<file path="config.mk">
export PLATFORM = sky130hd
export DESIGN_NAME = imem_dmem_arbiter
export DESIGN_NICKNAME = d
export VERILOG_FILES = /design/src/rtl/imem_dmem_arbiter.sv
export SDC_FILE = /design/constraint.sdc
export NUM_CORES = 1
export LEC_CHECK = 0
export ABC_AREA = 1
export CORE_AREA = 4 4 104 106
export DETAILED_ROUTE_END_ITERATION = 16
export DIE_AREA = 0 0 108 110
export DONT_BUFFER_PORTS = 1
export PLACE_DENSITY_LB_ADDON = 0.05
export SLEW_MARGIN = 20
export SYNTH_ARGS = -nofsm -noshare
export SYNTH_HDL_FRONTEND = slang
export SYNTH_SLANG_ARGS = --single-unit
</file>
<file path="constraint.sdc">
create_clock -name clk -period 4.55 [get_ports clk]
set_input_delay 0.2275 -clock clk [delete_from_list [all_inputs] [get_ports clk]]
set_output_delay 0.2275 -clock clk [all_outputs]
set_load 0.05 [all_outputs]
</file>
<file path="src/rtl/imem_dmem_arbiter.sv">
// imem_dmem_arbiter: shares one single-ported valid/ready memory bus between
// the fetch stage (instr) and the load/store unit (data).
// Data has priority by default. Abandoned fetches are drained so the memory
// never sees valid withdrawn mid-transfer.
// Optional build macro ARB_STARVE_GUARD_EN adds a starvation guard. After
// STARVE_LIMIT consecutive data grants while fetch waits, the next idle pick
// goes to fetch.

`ifndef RISCV_ADDR_WIDTH
`define RISCV_ADDR_WIDTH 32
`endif
`ifndef RISCV_WORD_WIDTH
`define RISCV_WORD_WIDTH 32
`endif

module imem_dmem_arbiter #(
    parameter int ADDR_W       = `RISCV_ADDR_WIDTH,
    parameter int DATA_W       = `RISCV_WORD_WIDTH,
    parameter int STARVE_LIMIT = 4
) (
    input  logic              clk,
    input  logic              rst,
    // fetch requester
    input  logic              instr_valid_i,
    output logic              instr_ready_o,
    input  logic [ADDR_W-1:0] instr_addr_i,
    output logic [DATA_W-1:0] instr_rdata_o,
    // load/store requester
    input  logic              data_valid_i,
    output logic              data_ready_o,
    input  logic [ADDR_W-1:0] data_addr_i,
    input  logic [DATA_W-1:0] data_wdata_i,
    input  logic [3:0]        data_we_i,
    output logic [DATA_W-1:0] data_rdata_o,
    // shared memory bus
    output logic              mem_valid_o,
    input  logic              mem_ready_i,
    output logic [ADDR_W-1:0] mem_addr_o,
    output logic [DATA_W-1:0] mem_wdata_o,
    output logic [3:0]        mem_we_o,
    input  logic [DATA_W-1:0] mem_rdata_i,
    // current bus owner: 00 none, 01 instr, 10 data
    output logic [1:0]        grant_o
);

    typedef enum logic [1:0] {
        IDLE   = 2'd0,
        BUSY_I = 2'd1,
        BUSY_D = 2'd2,
        DRAIN  = 2'd3
    } state_t;

    localparam logic [1:0] GRANT_NONE  = 2'b00;
    localparam logic [1:0] GRANT_INSTR = 2'b01;
    localparam logic [1:0] GRANT_DATA  = 2'b10;

    // Reject an out-of-range limit at elaboration time.
    if (STARVE_LIMIT < 1 || STARVE_LIMIT > 255) begin : g_bad_limit
        $error("imem_dmem_arbiter: STARVE_LIMIT must be in 1..255");
    end

    state_t            state;
    logic [ADDR_W-1:0] addr_q;     // last fetch address seen while fetch owned the bus
    logic              prefer_i;   // guard forces fetch to win the next idle pick
    logic              pick_i;
    logic              pick_d;

    // Read data is a plain pass-through; each requester qualifies it with its ready.
    assign instr_rdata_o = mem_rdata_i;
    assign data_rdata_o  = mem_rdata_i;

`ifdef ARB_STARVE_GUARD_EN
    localparam logic [7:0] LIMIT_C = 8'(STARVE_LIMIT);

    logic [7:0] starve_cnt;

    assign prefer_i = instr_valid_i && (starve_cnt >= LIMIT_C);

    // Count data wins while fetch is waiting; any fetch completion or a dropped fetch clears it.
    always_ff @(posedge clk) begin
        if (rst) begin
            starve_cnt <= 8'd0;
        end else if (!instr_valid_i) begin
            starve_cnt <= 8'd0;
        end else if (instr_ready_o || (state == DRAIN && mem_ready_i)) begin
            starve_cnt <= 8'd0;
        end else if (data_ready_o && starve_cnt != 8'hFF) begin
            starve_cnt <= starve_cnt + 8'd1;
        end
    end
`else
    assign prefer_i = 1'b0;
`endif

    // Idle pick: data first unless the guard is holding the door open for fetch.
    always_comb begin
        // NOTE: every always_comb output gets a default first so no path leaves it unassigned and infers a latch.
        pick_d = 1'b0;
        pick_i = 1'b0;
        if (state == IDLE) begin
            if (data_valid_i && !prefer_i) begin
                pick_d = 1'b1;
            end else if (instr_valid_i) begin
                pick_i = 1'b1;
            end
        end
    end

    // Route the owner onto the memory bus; everything is forced quiet while rst is high.
    always_comb begin
        mem_valid_o   = 1'b0;
        mem_addr_o    = '0;
        mem_wdata_o   = '0;
        mem_we_o      = 4'd0;
        instr_ready_o = 1'b0;
        data_ready_o  = 1'b0;
        grant_o       = GRANT_NONE;
        if (!rst) begin
            case (state)
                IDLE: begin
                    if (pick_d) begin
                        mem_valid_o  = 1'b1;
                        mem_addr_o   = data_addr_i;
                        mem_wdata_o  = data_wdata_i;
                        mem_we_o     = data_we_i;
                        data_ready_o = mem_ready_i;
                        grant_o      = GRANT_DATA;
                    end else if (pick_i) begin
                        mem_valid_o   = 1'b1;
                        mem_addr_o    = instr_addr_i;
                        instr_ready_o = mem_ready_i;
                        grant_o       = GRANT_INSTR;
                    end
                end
                BUSY_D: begin
                    mem_valid_o  = 1'b1;
                    mem_addr_o   = data_addr_i;
                    mem_wdata_o  = data_wdata_i;
                    mem_we_o     = data_we_i;
                    data_ready_o = mem_ready_i;
                    grant_o      = GRANT_DATA;
                end
                BUSY_I: begin
                    // A fetch dropped this cycle keeps its captured address on the bus.
                    mem_valid_o = 1'b1;
                    grant_o     = GRANT_INSTR;
                    if (instr_valid_i) begin
                        mem_addr_o    = instr_addr_i;
                        instr_ready_o = mem_ready_i;
                    end else begin
                        mem_addr_o = addr_q;
                    end
                end
                DRAIN: begin
                    // Finish the abandoned fetch; its response is thrown away.
                    mem_valid_o = 1'b1;
                    mem_addr_o  = addr_q;
                    grant_o     = GRANT_INSTR;
                end
                default: ;
            endcase
        end
    end

    // Ownership FSM: hold the owner across memory stalls, drain dropped fetches.
    always_ff @(posedge clk) begin
        // NOTE: sequential state uses non-blocking assignments so every flop samples pre-edge values.
        if (rst) begin
            state <= IDLE;
        end else begin
            case (state)
                IDLE: begin
                    if (pick_d && !mem_ready_i) begin
                        state <= BUSY_D;
                    end else if (pick_i && !mem_ready_i) begin
                        state <= BUSY_I;
                    end
                end
                BUSY_D: begin
                    if (mem_ready_i) begin
                        state <= IDLE;
                    end
                end
                BUSY_I: begin
                    if (mem_ready_i) begin
                        state <= IDLE;
                    end else if (!instr_valid_i) begin
                        state <= DRAIN;
                    end
                end
                DRAIN: begin
                    if (mem_ready_i) begin
                        state <= IDLE;
                    end
                end
                default: state <= IDLE;
            endcase
        end
    end

    // Track the fetch address whenever fetch holds the bus with a live request.
    always_ff @(posedge clk) begin
        // NOTE: addr_q is pure datapath with no reset; it is always loaded when fetch wins, before BUSY_I/DRAIN can read it.
        if ((pick_i && !rst) || (state == BUSY_I && instr_valid_i)) begin
            addr_q <= instr_addr_i;
        end
    end

endmodule
</file>
==> run_results.csv, run 1 <==
group,metric,value,unit
clock_network,clock_path_buffers,2,
detailed_routing,wl_met2,5680,um
power_and_ir_drop,ir_worst_vdd,192,uV
worst_setup_path,path_class,"reg -> out",
detailed_routing,drtIter0Drc,224,
detailed_routing,drc_errors,0,
timing,slew_viol_final,0,
synth,synth_seq_area_share,0.268,
detailed_routing,ant_nets,0,
die,rows,36,
detailed_routing,wire_per_inst,18.9,um
clock_network,clk_pin_slew,0.08,ns
worst_setup_path,regToRegStartpoint,"state[0]",
grt,antenna_found_initial,0,
timing,tightest_slew,1.11,ns
die,fp.dieH,110,um
die,die_area,0.0119,sq mm
synth,syn_area,0.00373,sq mm
timing,clock.fmax,0.333,GHz
die,die_width,108,um
detailed_routing,routed.top_layer,"met4",
grt,grt_use_total,0.189,
placed_design,place_congestion,0.721,
timing,layout_setup_ws,1.55,ns
run,max_cap_violations,0,
synth,synth-edff-count,32,
grt,first_global_vias,3269,
worst_setup_path,r2r_slack,1.98,ns
grt,overflow,0,
worst_setup_path,critPathArrivalTime,2.78,ns
worst_setup_path,r2r_cells,5,
die,boundaryPins,274,
grt,grt_start_max_net_pins,50,
worst_hold_path,hold_class,"in -> reg",
detailed_routing,wl,12200,um
timing,hold_viol_final,0,
clock_network,ctsRootBufferMaster,"clkbuf_8",
die,fp.coreArea,0.00977,sq mm
clock_network,clock_sinks,34,
power_and_ir_drop,p_leak,1.58,nW
synth,synth_nets,692,
placed_design,dp_hpwl,8320,um
worst_setup_path,r2r-end,"addr_q[19]",
power_and_ir_drop,clockPowerShare,0.152,
power_and_ir_drop,p_int,0.841,mW
synth,synth_ff_type,"edfxtp_1",
detailed_routing,wl_met3,1320,um
clock_network,clock_latency,0.29,ns
timing,fin_skew,0.0142,ns
worst_hold_path,hold_path_depth,0,
synth,yosys_warnings,0,
clock_network,h-tree-depth,2,
power_and_ir_drop,p_per_area,470,mW/mm^2
detailed_routing,wl_met1,5100,um
clock_network,numCtsBuffers,5,
worst_setup_path,critPathCaptureType,"output pin",
power_and_ir_drop,p_seq_frac,0.238,
placed_design,pre_cts_slack,1.82,ns
worst_hold_path,min_from,"instr_addr_i[27]",
worst_hold_path,worstHoldEndpoint,"addr_q[27]",
synth,async_reset_ff_frac,0,
placed_design,portBuffers,0,
final_layout,n_antenna_cell,0,
clock_network,cts_setup_buffers,0,
synth,ys_types,23,
final_layout,area_delta_synth_final,3.28,%
grt,grt_pass1_wl,17700,um
worst_setup_path,cp_data_required_time,4.32,ns
power_and_ir_drop,switching_share,0.536,
clock_network,cts_resized,0,
final_layout,drive_above_1_share,0.206,
worst_setup_path,crit_path_max_fanout,21,
timing,finalSetupTns,0,ns
detailed_routing,first_pass_iters,4,
outcome,status,"completed",
power_and_ir_drop,power_frac_comb,0.610,
clock_network,hold_buffers,0,
worst_setup_path,startpoint_type,"register",
timing,finalCritPeriodShare,0.660,
timing,setup_violations,0,
detailed_routing,viasPerCell,5.43,
clock_network,cts_tree,"done",
synth,synth_seq_cells,34,
timing,min_period,3.00,ns
synth,postSynthCellCount,555,
die,initial_utilization,0.382,
synth,syn_area_per_cell,6.73,sq um
timing,grt_setup_unrepaired,"false",
power_and_ir_drop,p_switching,0.971,mW
detailed_routing,num_vias,3491,
timing,slew_headroom,0.265,
final_layout,nets,646,
synthesized netlist by cell type (2+ instances only):
cell      number  area share
nand2_1      141        0.14
a21oi_1       75        0.10
buf_4         67        0.13
o21ai_0       55       0.074
inv_1         34       0.034
edfxtp_1      32        0.26
nand3_1       32       0.043
clkbuf_1      19       0.019
nor3b_1       18       0.036
nor3b_2       18       0.060
buf_2         16       0.021
nor2_1        12       0.012
o211ai_1      12       0.024
nor3_1         9       0.012
buf_1          4      0.0040
dfxtp_1        2       0.011
inv_2          2      0.0020
nor2_2         2      0.0034
placed cells by master, fill, tap and decap left out, drive strengths merged:
cell	instances
inv	36
and2	1
a31oi	1
o22ai	1
edfxtp	32
dfxtp	2
nand3	32
a21oi	75
bufinv	1
nor2	14
nor3	9
buf	54
o211ai	12
clkbuf	7
nand2	141
nor3b	36
o21ai	56
registers in the layout, indices dropped and copies added, names as in the netlist:
name	count
state	2
addr_q	32
cell type report:
| cell class | count | area (sq um) |
|---|---|---|
| Sequential cell | 34 | 1000 |
| Clock buffer | 7 | 76.3 |
| Inverter | 36 | 135 |
| Tap cell | 133 | 166 |
| Timing Repair Buffer | 54 | 413 |
| Clock inverter | 1 | 30.0 |
| Multi-Input combinational cell | 378 | 2030 |
| Fill cell | 1058 | 5920 |
routing by layer:
metal	global-route usage	vias to the layer above
met4	0.0406	0
met1	0.248	1602
li1	-	1708
met3	0.0629	15
met2	0.306	166
met5	0	-
power by group through the flow:
stage	registers [mW]	logic, mW	clock network [mW]
4_1_cts	0.432	1.11	0.286
5_1_grt	0.437	1.20	0.304
3_3_place_gp	0.438	1.10	0
2_1_floorplan	0.415	1.05	0
6_report	0.431	1.11	0.275
3_5_place_dp	0.439	1.11	0
cells by family after synthesis:
group | Yosys count | synth area share
compound gates | 145 | 0.203
buf+inv | 143 | 0.218
flops | 34 | 0.268
simple gates | 233 | 0.310
per-stage QoR:
step	total power, mW	util	hold WS, ns	instances	cell area (sq um)
after floorplan	1.46	-	0.326	555	3730
after global placement	1.54	0.382	0.327	634	3730
after detailed placement	1.55	0.382	0.327	634	3730
after CTS	1.83	0.393	0.0202	642	3840
after global routing	1.94	0.395	0.00923	643	3860
final	1.81	0.395	0.0307	643	3860
critical path: stages, from the launching register on:
cell     delay (ns)
dfxtp_2        0.60
inv_1          0.29
nor2_2         0.59
a21oi_1        0.15
a21oi_1        0.87
how the worst max path moves through the flow:
stage                   from             end  slack (ns)  cells past startpoint
finish              state[0]  mem_addr_o[31]        1.55                      4
floorplan           state[0]       addr_q[0]        0.85                      5
global route        state[1]  mem_addr_o[24]        1.30                      6
CTS                 state[0]  mem_addr_o[31]        1.51                      4
detailed placement  state[0]  mem_addr_o[31]        1.82                      4
global placement    state[0]  mem_addr_o[31]        1.80                      4
(Power assumes the default switching activity.)
==> run 2: changes to the inputs <==
clock period = 2.6 ns   (was 4.55 ns; I/O delays follow)
==> run 2 against run 1 <==
Against the previous run: clock power increased by 45%; register-to-register slack got worse by 1.2 ns; power increased by 82%; flip-flop and latch count unchanged; largest cell class unchanged.
==> run_results.csv, run 2 (synthesis results as in run 1) <==
group,metric,value,unit
timing,clock.fmax,0.420,GHz
worst_setup_path,r2r-end,"addr_q[28]",
placed_design,place_congestion,0.753,
outcome,status,"completed",
detailed_routing,wl_met3,1240,um
placed_design,portBuffers,0,
clock_network,numCtsBuffers,5,
final_layout,final-seq-area,0.00100,sq mm
worst_hold_path,hold_path_depth,4,
die,boundaryPins,274,
detailed_routing,drc_errors,0,
detailed_routing,drtIter0Drc,257,
worst_setup_path,cp_data_required_time,2.47,ns
detailed_routing,first_pass_iters,4,
detailed_routing,wl,12900,um
grt,first_global_vias,3678,
clock_network,h-tree-depth,2,
placed_design,pre_cts_slack,0.541,ns
timing,min_period,2.38,ns
die,fp.dieH,110,um
grt,grt_start_max_net_pins,50,
detailed_routing,wl_met2,6150,um
clock_network,ctsRootBufferMaster,"clkbuf_8",
power_and_ir_drop,p_leak,1.88,nW
detailed_routing,routed.top_layer,"met4",
final_layout,area_delta_synth_final,18.7,%
worst_setup_path,critPathArrivalTime,2.25,ns
timing,setup_violations,0,
timing,tightest_slew,0.608,ns
die,die_width,108,um
final_layout,max_flop_register,"addr_q",
clock_network,clock_path_buffers,2,
final_layout,drive_above_1_share,0.239,
detailed_routing,viasPerCell,5.32,
worst_setup_path,r2r_slack,0.78,ns
timing,fin_skew,0.00829,ns
worst_setup_path,path_class,"reg -> out",
worst_hold_path,worstHoldEndpoint,"state[1]",
worst_setup_path,crit_path_max_fanout,17,
worst_setup_path,critPathCaptureType,"output pin",
die,rows,36,
final_layout,layout_commonest_cell,"nand2_1",
placed_design,dp_hpwl,8550,um
power_and_ir_drop,ir_worst_vdd,314,uV
clock_network,clock_sinks,34,
detailed_routing,wl_met1,5310,um
timing,slew_headroom,0.594,
worst_hold_path,min_from,"data_valid_i",
timing,layout_setup_ws,0.222,ns
final_layout,fill_cells,999,
worst_hold_path,hold_class,"in -> reg",
timing,finalSetupTns,0,ns
die,initial_utilization,0.382,
clock_network,clock_latency,0.29,ns
worst_setup_path,regToRegStartpoint,"state[0]",
detailed_routing,num_vias,3755,
timing,slew_viol_final,0,
final_layout,layout_common_cells,"nand2_1, buf_4, a21oi_1",
grt,grt_use_total,0.202,
timing,hold_viol_final,0,
grt,grt_pass1_wl,19100,um
timing,finalCritPeriodShare,0.915,
die,die_area,0.0119,sq mm
detailed_routing,wire_per_inst,18.3,um
final_layout,largest_register_ffs,32,
final_layout,largestRegisters,"addr_q (32), state (2)",
die,fp.coreArea,0.00977,sq mm
detailed_routing,ant_nets,0,
final_layout,nets,709,
run,max_cap_violations,0,
worst_setup_path,r2r_cells,5,
final_layout,n_antenna_cell,0,
worst_setup_path,startpoint_type,"register",
clock_network,cts_tree,"done",
grt,overflow,0,
power_and_ir_drop,p_per_area,745,mW/mm^2
final_layout,multi_input_area,0.00204,sq mm
clock_network,clk_pin_slew,0.07,ns
timing,timing.hold.ws,0.0980,ns
timing,grt_setup_unrepaired,"false",
grt,antenna_found_initial,0,
## run 2: changes by cell type in the layout (fill, tap and decap cells not counted), sizes merged
cell | previous run | this run
bufinv | 1 | 0
buf | 54 | 84
clkinv | 0 | 2
clkbuf | 7 | 5
clkinvlp | 0 | 1
dlygate4sd3 | 0 | 33
## run 2: final cells by class
type | count | area share
clock inverter | 3 | 0.00367
sequential | 34 | 0.226
tap | 133 | 0.0375
timing repair buffer | 117 | 0.227
clock buffer | 5 | 0.0155
inverter | 36 | 0.0305
multi-input combinational | 378 | 0.460
## run 2: worst max-delay path by stage
stage / to / slack (ns) / startpoint
3_3_place_gp: mem_addr_o[22] / 0.58 / state[0]
6_report: mem_addr_o[22] / 0.22 / state[0]
2_1_floorplan: data_ready_o / 0.35 / state[0]
5_1_grt: mem_addr_o[30] / 0.05 / state[0]
3_5_place_dp: mem_addr_o[22] / 0.54 / state[0]
4_1_cts: mem_addr_o[22] / 0.22 / state[0]
## run 2: per-stage QoR
stage	power (mW)	util	cell area, sq um	instances
CTS	3.31	0.451	4410	705
global placement	2.85	0.408	3990	664
floorplan	2.56	-	3740	555
detailed placement	2.86	0.408	3990	664
global route	3.51	0.454	4430	706
finish	3.30	0.454	4430	706
## run 2: worst max-delay path, stage by stage, from the launching register on
cell and delay (ns):
dfxtp_2 0.53, inv_1 0.27, nand2_1 0.52, nor2_1 0.09
o22ai_1 0.18, and2_1 0.21, buf_12 0.15
## run 2: where the power goes
part           switching [mW]  total (mW)  internal [mW]
Sequential             0.0517       0.738          0.687
Clock                   0.216       0.400          0.184
Combinational            1.50        2.17          0.664
Total                    1.77        3.30           1.53
## run 2: layer usage
metal  up-vias  track usage
li1       1827            -
met1      1728        0.253
met2       175        0.342
met3        25       0.0530
met4         0       0.0667
met5         -            0
## run 2: what timing repair did
action,CTS,global route
hold endpoints to repair,33,0
setup buffers,0,0
resized for setup,0,0
hold buffers,33,0
==> run 3: changes to the inputs <==
CELL_PAD_IN_SITES_DETAIL_PLACEMENT = 1   (was default)
CELL_PAD_IN_SITES_GLOBAL_PLACEMENT = 1   (was default)
CORE_AREA = 4 4 105 107   (was 4 4 104 106)
DIE_AREA = 0 0 109 111   (was 0 0 108 110)
clock period = 2.89 ns   (was 2.6 ns; I/O delays follow)
==> run 3 against run 2 <==
Against the previous run: first-iteration DRC count is 30% lower; sequential power is 12% lower; largest power group unchanged; count of clock-buffer cells in the layout is 2 higher; flip-flop and latch count stayed put; critical path depth stayed put.
==> run_results.csv, run 3 (synthesis results as in run 1) <==
group,metric,value,unit
clock_network,h-tree-depth,2,
die,fp.dieH,111,um
power_and_ir_drop,switching_share,0.542,
final_layout,fill_cells,1286,
worst_setup_path,startpoint_type,"register",
final_layout,nets,706,
final_layout,largestRegisters,"addr_q (32), state (2)",
final_layout,max_flop_register,"addr_q",
clock_network,numCtsBuffers,5,
power_and_ir_drop,clockPowerShare,0.122,
clock_network,clock_latency,0.29,ns
final_layout,layout_common_cells,"nand2_1, buf_4, a21oi_1",
worst_hold_path,worstHoldEndpoint,"state[1]",
worst_setup_path,path_class,"reg -> out",
timing,layout_setup_ws,0.300,ns
timing,min_period,2.59,ns
final_layout,final-seq-area,0.00100,sq mm
grt,grt.met3_usage,0.0629,
clock_network,clock_sinks,34,
grt,overflow,0,
timing,tightest_slew,0.858,ns
power_and_ir_drop,p_leak,1.85,nW
detailed_routing,first_pass_iters,4,
detailed_routing,viasPerCell,5.45,
final_layout,area_delta_synth_final,17.5,%
timing,finalSetupTns,0,ns
worst_setup_path,crit_path_max_fanout,24,
timing,slew_headroom,0.427,
clock_network,clock_path_buffers,2,
die,rows,37,
clock_network,clk_pin_slew,0.08,ns
grt,met1_usage,0.274,
detailed_routing,drc_errors,0,
final_layout,multi_input_area,0.00203,sq mm
grt,grt_pass1_wl,22300,um
timing,hold_viol_final,0,
timing,finalCritPeriodShare,0.896,
power_and_ir_drop,power_frac_comb,0.660,
die,initial_utilization,0.368,
final_layout,largest_register_ffs,32,
clock_network,cts_tree,"done",
grt,top_usage_layer,"met2",
timing,setup_violations,0,
grt,antenna_found_initial,0,
final_layout,drive_above_1_share,0.233,
detailed_routing,ant_nets,0,
power_and_ir_drop,p_per_area,679,mW/mm^2
worst_setup_path,cp_data_required_time,2.75,ns
worst_setup_path,r2r-end,"state[1]",
die,boundaryPins,274,
clock_network,ctsRootBufferMaster,"clkbuf_8",
power_and_ir_drop,p_int,1.36,mW
detailed_routing,drtIter0Drc,179,
detailed_routing,num_vias,3848,
die,fp.coreArea,0.0101,sq mm
worst_hold_path,hold_class,"in -> reg",
worst_setup_path,r2r_slack,0.96,ns
final_layout,n_antenna_cell,0,
worst_setup_path,critPathCaptureType,"output pin",
timing,grt_setup_unrepaired,"false",
power_and_ir_drop,p_seq_frac,0.218,
timing,slew_viol_final,0,
worst_setup_path,r2r_cells,6,
worst_setup_path,regToRegStartpoint,"state[1]",
grt,grt_use_total,0.229,
grt,grt_start_max_net_pins,50,
timing,clock.fmax,0.386,GHz
clock_network,cts_setup_buffers,0,
worst_hold_path,min_from,"rst",
placed_design,portBuffers,0,
detailed_routing,wl,14100,um
worst_hold_path,hold_path_depth,3,
detailed_routing,wire_per_inst,19.9,um
placed_design,dp_hpwl,9510,um
die,die_area,0.0121,sq mm
placed_design,pre_cts_slack,0.603,ns
worst_setup_path,critPathArrivalTime,2.45,ns
power_and_ir_drop,p_switching,1.61,mW
power_and_ir_drop,ir_worst_vdd,230,uV
die,die_width,109,um
run,max_cap_violations,0,
grt,first_global_vias,4173,
timing,fin_skew,0.0108,ns
placed_design,place_congestion,0.753,
grt,grt_use_met2,0.402,
outcome,status,"completed",
final_layout,layout_commonest_cell,"nand2_1",
[run 3: worst max path at each step]
| stage | start | to | slack, ns |
|---|---|---|---|
| CTS | state[1] | mem_addr_o[14] | 0.25 |
| global route | state[1] | mem_addr_o[9] | 0.02 |
| global placement | state[1] | mem_addr_o[18] | 0.62 |
| detailed placement | state[1] | mem_addr_o[14] | 0.60 |
| finish | state[1] | mem_addr_o[14] | 0.30 |
| floorplan | state[0] | addr_q[0] | 0.05 |
[run 3: repair_timing]
action / in CTS / in global routing
hold buffers: 32 / 0
hold endpoints to repair: 32 / 0
gates resized for setup: 0 / 0
[run 3: critical path: stages, from the launching register on]
cell and delay (ns):
dfxtp_1 0.37, inv_2 0.33, nand2_1 0.61, a21oi_1 0.30
o21ai_0 0.14, a21oi_1 0.16, buf_4 0.23
[run 3: through the flow]
step                utilization  hold slack (ns)  cells  instance area [sq um]  total power, mW
floorplan                     -            0.243    555                   3730             2.30
global placement          0.393            0.244    666                   3980             2.56
detailed placement        0.393            0.244    666                   3980             2.60
CTS                       0.433           0.0369    706                   4390             3.00
global route              0.433           0.0442    706                   4390             3.18
finish                    0.433           0.0332    706                   4390             2.98
[run 3: final cells by class]
type | instances | area share
clock buffer | 7 | 0.0174
clock inverter | 1 | 0.00171
inverter | 36 | 0.0308
multi-input combinational | 378 | 0.464
sequential | 34 | 0.229
tap | 136 | 0.0388
timing repair buffer | 114 | 0.219
[run 3: power groups by stage]
| stage | Sequential (mW) | Combinational, mW | Clock (mW) |
|---|---|---|---|
| 4_1_cts | 0.650 | 1.98 | 0.367 |
| 3_5_place_dp | 0.661 | 1.93 | 0 |
| 2_1_floorplan | 0.650 | 1.65 | 0 |
| 3_3_place_gp | 0.657 | 1.91 | 0 |
| 6_report | 0.649 | 1.97 | 0.363 |
| 5_1_grt | 0.656 | 2.13 | 0.398 |
[run 3: layer usage]
layer	vias up	share of wire	wire length (um)
met5	-	0	0
met4	0	0.015	213
met3	41	0.087	1220
met2	135	0.50	7020
met1	1844	0.40	5610
li1	1828	-	-
